**src/rtl/uart_pkg.sv**
```systemverilog
// Shared UART definitions: FSM state encoding, default data width and frame length.
// Used by both the receiver (uart_rx) and the transmitter (uart_tx).
package uart_pkg;

    localparam int unsigned UART_DATA_BITS = 8;
    localparam int unsigned UART_FRAME_LEN = UART_DATA_BITS + 2;

    typedef enum logic [1:0] {
        IDLE    = 2'd0,
        DATA    = 2'd1,
        STOP    = 2'd2,
        RECOVER = 2'd3
    } uart_state_t;

endpackage

```
**src/rtl/uart_rx_if.sv**
```systemverilog
// Receiver-side bundle: serial line in, byte holding register out behind valid/ready, status pulses.
interface uart_rx_if
    import uart_pkg::*;
#(
    parameter int unsigned DATA_BITS = UART_DATA_BITS
) ();

    logic                 rx;
    logic [DATA_BITS-1:0] data;
    logic                 valid;
    logic                 ready;
    logic                 frame_err;
    logic                 overrun;
    logic                 busy;

    // master: the receiver; slave: the line driver and byte consumer
    modport master (
        input  rx,
        input  ready,
        output data,
        output valid,
        output frame_err,
        output overrun,
        output busy
    );

    modport slave (
        output rx,
        output ready,
        input  data,
        input  valid,
        input  frame_err,
        input  overrun,
        input  busy
    );

endinterface

```
**src/rtl/uart_rx_sync.sv**
```systemverilog
// Two-flop synchronizer for the serial line; both flops reset to the idle (high) level.
// Only compiled when UART_RX_SYNC_EN is defined, matching its single instantiation in uart_rx.
`ifdef UART_RX_SYNC_EN
module uart_rx_sync (
    input  logic CLK,
    input  logic RESETN,
    input  logic d,
    output logic q
);

    logic meta;

    always_ff @(posedge CLK or negedge RESETN) begin
        if (!RESETN) begin
            meta <= 1'b1;
            q    <= 1'b1;
        end else begin
            meta <= d;
            q    <= meta;
        end
    end

endmodule
`endif

```
**src/rtl/uart_rx.sv**
```systemverilog
// UART receiver sampling the line once per CLK, MSB-first frames, one-entry holding register.
// Optional: define UART_RX_SYNC_EN to insert a 2-flop synchronizer on rx (adds 2 cycles latency).
module uart_rx
    import uart_pkg::*;
#(
    parameter int unsigned DATA_BITS = UART_DATA_BITS
) (
    input  logic      CLK,
    input  logic      RESETN,
    uart_rx_if.master bus
);

    localparam int unsigned CNT_W = (DATA_BITS > 1) ? $clog2(DATA_BITS) : 1;

    logic rx_s;

`ifdef UART_RX_SYNC_EN
    uart_rx_sync u_sync (
        .CLK    (CLK),
        .RESETN (RESETN),
        .d      (bus.rx),
        .q      (rx_s)
    );
`else
    assign rx_s = bus.rx;
`endif

    uart_state_t          state_q,     state_n;
    logic [CNT_W-1:0]     cnt_q,       cnt_n;
    logic [DATA_BITS-1:0] shift_q,     shift_n;
    logic [DATA_BITS-1:0] data_q,      data_n;
    logic                 valid_q,     valid_n;
    logic                 frame_err_q, frame_err_n;
    logic                 overrun_q,   overrun_n;
    logic                 busy_q,      busy_n;

    // State and output registers
    always_ff @(posedge CLK or negedge RESETN) begin
        if (!RESETN) begin
            state_q     <= IDLE;
            cnt_q       <= '0;
            shift_q     <= '0;
            data_q      <= '0;
            valid_q     <= 1'b0;
            frame_err_q <= 1'b0;
            overrun_q   <= 1'b0;
            busy_q      <= 1'b0;
        end else begin
            state_q     <= state_n;
            cnt_q       <= cnt_n;
            shift_q     <= shift_n;
            data_q      <= data_n;
            valid_q     <= valid_n;
            frame_err_q <= frame_err_n;
            overrun_q   <= overrun_n;
            busy_q      <= busy_n;
        end
    end

    // Next-state, holding register and pulse logic
    always_comb begin
        state_n     = state_q;
        cnt_n       = cnt_q;
        shift_n     = shift_q;
        data_n      = data_q;
        valid_n     = valid_q;
        frame_err_n = 1'b0;
        overrun_n   = 1'b0;

        if (valid_q && bus.ready) begin
            valid_n = 1'b0;
        end

        unique case (state_q)
            IDLE: begin
                if (!rx_s) begin
                    state_n = DATA;
                    cnt_n   = CNT_W'(DATA_BITS - 1);
                end
            end
            DATA: begin
                shift_n = {shift_q[DATA_BITS-2:0], rx_s};
                if (cnt_q == '0) begin
                    state_n = STOP;
                end else begin
                    cnt_n = cnt_q - CNT_W'(1);
                end
            end
            STOP: begin
                if (rx_s) begin
                    state_n = IDLE;
                    // A same-edge accept frees the register, so the new byte refills it
                    if (!valid_q || bus.ready) begin
                        data_n  = shift_q;
                        valid_n = 1'b1;
                    end else begin
                        overrun_n = 1'b1;
                    end
                end else begin
                    state_n     = RECOVER;
                    frame_err_n = 1'b1;
                end
            end
            RECOVER: begin
                if (rx_s) begin
                    state_n = IDLE;
                end
            end
            default: begin
                state_n = IDLE;
            end
        endcase

        busy_n = (state_n != IDLE);
    end

    assign bus.data      = data_q;
    assign bus.valid     = valid_q;
    assign bus.frame_err = frame_err_q;
    assign bus.overrun   = overrun_q;
    assign bus.busy      = busy_q;

endmodule
```
**src/flat_wrapper.sv**
```systemverilog
// flat-port wrapper written by rule: the top's interface ports become plain ports
module uart_rx_flat import uart_pkg::*;
#(
    parameter int unsigned DATA_BITS = UART_DATA_BITS
)
  (CLK, RESETN, bus_rx, bus_ready, bus_data, bus_valid, bus_frame_err, bus_overrun, bus_busy);
  uart_rx_if #(.DATA_BITS(DATA_BITS)) bus_i ();
  input  logic CLK;
  input  logic RESETN;
  input wire logic [$bits(bus_i.rx)-1:0] bus_rx;
  input wire logic [$bits(bus_i.ready)-1:0] bus_ready;
  output wire logic [$bits(bus_i.data)-1:0] bus_data;
  output wire logic [$bits(bus_i.valid)-1:0] bus_valid;
  output wire logic [$bits(bus_i.frame_err)-1:0] bus_frame_err;
  output wire logic [$bits(bus_i.overrun)-1:0] bus_overrun;
  output wire logic [$bits(bus_i.busy)-1:0] bus_busy;
  assign bus_i.rx = bus_rx;
  assign bus_i.ready = bus_ready;
  assign bus_data = bus_i.data;
  assign bus_valid = bus_i.valid;
  assign bus_frame_err = bus_i.frame_err;
  assign bus_overrun = bus_i.overrun;
  assign bus_busy = bus_i.busy;
  uart_rx #(.DATA_BITS(DATA_BITS)) u_core (.CLK(CLK), .RESETN(RESETN), .bus(bus_i));
endmodule
```
**config.mk**
```make
export PLATFORM = sky130hd
export DESIGN_NAME = uart_rx_flat
export DESIGN_NICKNAME = d
export VERILOG_FILES = /design/src/rtl/uart_pkg.sv /design/src/rtl/uart_rx_if.sv /design/src/rtl/uart_rx_sync.sv /design/src/rtl/uart_rx.sv /design/src/flat_wrapper.sv
export SDC_FILE = /design/constraint.sdc
export NUM_CORES = 1
export LEC_CHECK = 0
export CAP_MARGIN = 20
export CORE_MARGIN = 8
export CORE_UTILIZATION = 51
export CTS_CLUSTER_DIAMETER = 80
export CTS_CLUSTER_SIZE = 28
export DETAILED_ROUTE_END_ITERATION = 8
export GPL_TIMING_DRIVEN = 1
export PLACE_DENSITY = 0.81
export SLEW_MARGIN = 40
export SYNTH_ARGS = -nofsm -noshare
export SYNTH_HDL_FRONTEND = slang
export SYNTH_HIERARCHICAL = 1
export SYNTH_SLANG_ARGS = --single-unit
```
**constraint.sdc**
```tcl
create_clock -name CLK -period 1.9 [get_ports CLK]
set_clock_uncertainty 0.05 [all_clocks]
set_input_delay 0.38 -clock CLK [delete_from_list [all_inputs] [get_ports CLK]]
set_output_delay 0.38 -clock CLK [all_outputs]
set_load 0.005 [all_outputs]
```
Word-level counts from Yosys, hierarchy flattened
Cells that the tools add are included.
{"block": "word_totals", "reg_bits": 25, "in_bits": 4, "output_inout_bits": 12, "wordCells": 40}
{"block": "op_classes", "n_addsub": 1, "n_eq_ne": 5, "mux": 17, "reduce_logical": 9}
{"operator": "$mux W1", "count": 9}
{"operator": "$mux W2", "count": 4}
{"operator": "$pmux W2 S4", "count": 1}
{"operator": "$mux W3", "count": 2}
{"operator": "$pmux W3 S2", "count": 1}
{"operator": "$reduce_and A3 Y1", "count": 2}
{"operator": "$eq A2 B2 Y1 const B", "count": 2}
{"operator": "$ne A2 B2 Y1 const B", "count": 2}
{"operator": "$reduce_bool A2 Y1", "count": 2}
{"operator": "$logic_not A3 Y1", "count": 1}
{"operator": "$sub A3 B1 Y3 const B", "count": 1}
{"operator": "$eq A2 B1 Y1 const B", "count": 1}
{"operator": "$logic_not A2 Y1", "count": 1}
{"operator": "$logic_and A1 B1 Y1", "count": 1}
{"operator": "$logic_not A1 Y1", "count": 1}
{"operator": "$logic_or A1 B1 Y1", "count": 1}

Longest topological paths before layout
{"block": "depth", "ltp_word": 5, "ltp_mapped": 5, "mapped_depth_nobuf": 5}

Least setup slack after synthesis
No wires, ideal clock.
{"block": "synth_timing", "kind": "register -> register", "start": "reg u_core.state_q[0]", "end": "reg u_core.data_q[0], in the netlist u_core/bus.data[0]", "setup_time_ps": 125, "t_arrival_ps": 1179, "t_required_ps": 1725, "setup_slack_ps": 546, "path_stages_with_launch": 5, "n_path_buf": 1, "synth_period_minus_slack_ps": 1354, "cell_sequence": "dfrtp_1 -> nand3b_1 -> nor2b_2 -> buf_6 -> mux2_4"}
{"block": "synth_between", "elab_chain_len": 2}
{"item": "start: declaration", "line_no": "uart_rx.sv:28", "source": "uart_state_t state_q, state_n;"}
{"item": "start signal: assignment", "line_no": "uart_rx.sv:49", "source": "state_q <= state_n;"}
{"item": "$eq A2 B2 Y1", "line_no": "uart_rx.sv:74", "source": "unique case (state_q)"}
{"item": "$reduce_and A3 Y1 (no line)"}
{"item": "end signal: assignment", "line_no": "uart_rx.sv:52", "source": "data_q <= data_n;"}
{"item": "end: declaration", "line_no": "uart_rx.sv:31", "source": "logic [DATA_BITS-1:0] data_q, data_n;"}
Every way passes these cells.
A chain may end at the register's enable or synchronous reset.

Worst setup path in the final report
{"block": "layout_timing", "start": "reg u_core.data_q[3], in the netlist u_core/bus.data[3]", "end": "out bus_data[3]"}
{"item": "end: declaration", "line_no": "flat_wrapper.sv:12", "source": "output wire logic [$bits(bus_i.data)-1:0] bus_data;"}
No word-level cell between the ends.

==> implementation parameters <==
Parameter                              Value

Status
  Result of the run ... complete, no violations

Setup path
  WP buf/inv ... 1
  Cell-by-cell trace of the critical path ... clkdlybuf4s50_1
  Biggest fanout along the worst timing path ... 2
  Critical register-to-register path startpoint ... u_core/state_q[0]
  RR Endpoint ... u_core/bus.data[2]
  Largest incremental delay on the critical path ... about 530 ps
  Setup slack, reg-to-reg ... around 370 ps
  Critical Path Source Type ... flop
  Type of the worst setup path ... flop to primary output
  Signal arrival time at the worst endpoint ... between 1000 and 1500 ps
  Category of the worst setup path capture point ... primary output
  Worst reg-to-reg path cell count ... 4
  Family with the most delay on the worst path ... buffers and inverters
  Data required, critical path ... ~1500 ps
  Slowest CP cell ... sky130_fd_sc_hd__clkdlybuf4s50_1

STA
  Final TNS setup ... 0 ps
  Fraction of the cycle the final worst path needs ... 0.869
  Worst slack on hold paths ... between 300 and 400 ps
  Transition time at the pin with the least slew margin ... 298 ps
  Final number of setup-violating endpoints ... 0
  Setup slack after layout ... approximately 250 ps
  RSZ-0062 raised after global routing ... no
  Peak Freq ... 0.606 GHz
  Endpoints failing hold ... 0
  Shortest period the worst path allows ... roughly 1700 ps
  Count of final max-slew check failures ... 0
  Slew margin rel. ... 0.801

Routing
  Initial drt markers ... 12
  Vias per Instance ... between 4 and 5
  Remaining routing DRC violations ... 0
  First drt pass iteration count ... 4
  Number of vias after detailed routing ... ~600
  Wire per inst ... about 14 µm
  Sum of routed wire length over all layers ... about 1700 µm
  Antenna Nets Post-Route ... 0

Floorplan
  X dimension of the die ... between 60 and 70 µm
  Core area ... 0.00194 mm²
  Total number of placement rows ... 16
  Die area ... between 0.003 and 0.004 mm²
  Starting Density ... 0.538
  Die boundary height ... roughly 60 µm
  Boundary pin count ... 16

Pwr
  Leakage power total ... a little under 0.0006 µW
  Cell-internal power ... 1340 µW
  Reg power frac ... 0.480
  Largest voltage drop on the vdd net ... 927 µV
  Net Switching ... between 500 and 600 µW
  Clock power frac ... 0.117
  Combinational group share of total power ... 0.403
  Pwr per Cell Area ... around 1500 mW/mm²
  Fraction of power spent switching nets ... 0.309

Clock network
  CTS hold repair buffers ... 0
  Clock tree from TritonCTS ... built
  Number of H-tree branching levels ... 1
  Post-CTS Setup Inserts ... 0
  # clock sinks ... 25
  Worst skew pair latency ... roughly 300 ps
  Total of cells resized after clock tree synthesis ... 0
  CTS clk-pin slew, worst paths ... 130 ps
  CTS buffer count ... 3
  Maximum buffer depth of the clock tree ... 2
  CTS Root Buffer Type ... sky130_fd_sc_hd__clkbuf_4

Layout
  Synthesis-to-layout area growth ... 22.5%
  Diodes inserted ... 0
  Ratio of cells with drive above 1 in the final layout ... 0.181
  Area taken by multi-input logic gates ... between 300 and 400 µm²
  Number of nets in the finished design ... about 100
  Register area ... between 600 and 700 µm²
  Number of fill cells in the layout ... 149

Place
  Post-placement worst setup slack ... 50.4 ps
  Buffers on Ports ... 15
  Global placer's final weighted congestion ... slightly below 0.8

GRT
  Vias in the first global route ... roughly 630
  Pin count of the biggest net entering global routing ... 26
  Antenna violations before repair ... 0
  Global-route wire length before repair ... about 2900 µm
  Total routing usage reported by global routing ... 0.105
  Remaining Overflow, GRT ... 0

Yosys
  Cell count after synthesis ... 73
  Yosys top cell by area ... sky130_fd_sc_hd__dfrtp_1
  Average footprint of a synthesized cell ... about 14 µm²
  Synth cell types ... 21
  YS warnings ... 6
  Synth Flop Type ... sky130_fd_sc_hd__dfrtp_1
  Post-synth EDFFs ... 0
  Top cell types by occurrence after synthesis ... 25 x sky130_fd_sc_hd__dfrtp_1, 8 x sky130_fd_sc_hd__mux2_1, 8 x sky130_fd_sc_hd__mux2_4, 5 x sky130_fd_sc_hd__inv_1, 5 x sky130_fd_sc_hd__nand2b_1
  Number of nets in the synthesized netlist ... a little under 80
  Netlist area before placement ... 0.00104 mm²
  Most frequent cell after synthesis ... sky130_fd_sc_hd__dfrtp_1
  Sequential share of the synthesized area ... 0.599
  Async S/R FF share, synth ... 1.00
  Portion of synthesized cell area occupied by the leading cell type ... 0.599
  Synth top area cells ... sky130_fd_sc_hd__dfrtp_1 60%, sky130_fd_sc_hd__mux2_4 11%, sky130_fd_sc_hd__mux2_1 8.6%
  Number of synthesized register bits ... 25

Worst hold path
  Class of the worst hold path ... input port to asynchronous set/reset pin

Run
  Max-cap violations ... 0
layout make-up:
class                      count  area share
timing repair buffer          19       0.151
sequential                    25       0.489
clock inverter                 1     0.00391
inverter                       5      0.0147
tap                           27      0.0264
clock buffer                   3      0.0176
multi-input combinational     41       0.298
registers in the layout, indices dropped and copies added, names as in the netlist:
| register | flops |
|---|---|
| u_core/shift_q | 8 |
| u_core/bus.valid | 1 |
| u_core/state_q | 2 |
| u_core/bus.frame_err | 1 |
| u_core/bus.busy | 1 |
| u_core/cnt_q | 3 |
| u_core/bus.overrun | 1 |
| u_core/bus.data | 8 |
per-layer routing:
metal | vias up | share of wire | GRT usage
met5 | - | 0 | 0
met4 | 0 | 0.0069 | 0.0399
met3 | 2 | 0.061 | 0.0334
met2 | 13 | 0.46 | 0.170
met1 | 291 | 0.47 | 0.128
li1 | 292 | - | -
metrics by stage:
step / util / area, µm² / power (µW) / cells
final: 0.659 / 1280 / 1940 / 121
after global routing: 0.659 / 1280 / 2070 / 121
after CTS: 0.659 / 1280 / 1960 / 121
after detailed placement: 0.645 / 1250 / 1730 / 117
after global placement: 0.645 / 1250 / 1690 / 117
after floorplan: - / 1040 / 1410 / 73
power groups by stage:
stage,Combinational (µW),Clock [µW],Sequential [µW]
after floorplan,505,0,902
after global placement,760,0,926
after detailed placement,792,0,940
after CTS,794,230,933
after global routing,855,252,959
final,780,226,930
cell usage in the layout (no fill, tap or decap), types with 2 or more instances in the layout:
master and n:
sky130_fd_sc_hd__clkdlybuf4s50_1 15, sky130_fd_sc_hd__ha_1 2, sky130_fd_sc_hd__buf_4 3, sky130_fd_sc_hd__nand2b_1 5, sky130_fd_sc_hd__mux2_4 8, sky130_fd_sc_hd__clkbuf_4 3, sky130_fd_sc_hd__dfrtp_1 25, sky130_fd_sc_hd__a2bb2oi_1 2
sky130_fd_sc_hd__nor2_1 2, sky130_fd_sc_hd__nand2_1 2, sky130_fd_sc_hd__mux2_1 8, sky130_fd_sc_hd__inv_1 5, sky130_fd_sc_hd__mux2i_1 2, sky130_fd_sc_hd__o21ai_0 2
kinds of logic (layout without fill, tap and decap cells):
kind of cell,Yosys count,after routing,share of synthesized area
flip-flops,25,25,0.599
multiplexers,18,18,0.220
AND/OR/NAND/NOR,14,14,0.0766
AO/OA/AOI/OAI,7,7,0.0443
buffers and inverters,7,28,0.0359
adder cells (fa/ha/maj),2,2,0.0239
how the worst max path moves through the flow:
stage / start / endpoint / slack (ps) / cells after the start
2_1_floorplan: u_core/state_q[0] / u_core/bus.data[0] / 550 / 4
3_3_place_gp: bus_ready / u_core/bus.data[2] / 100 / 5
3_5_place_dp: bus_rx / u_core/bus.data[2] / 50 / 5
4_1_cts: u_core/bus.data[3] / bus_data[3] / 240 / 1
5_1_grt: u_core/bus.data[1] / bus_data[1] / 200 / 1
6_report: u_core/bus.data[3] / bus_data[3] / 250 / 1
Note: power is estimated with default switching activity, not from simulation.
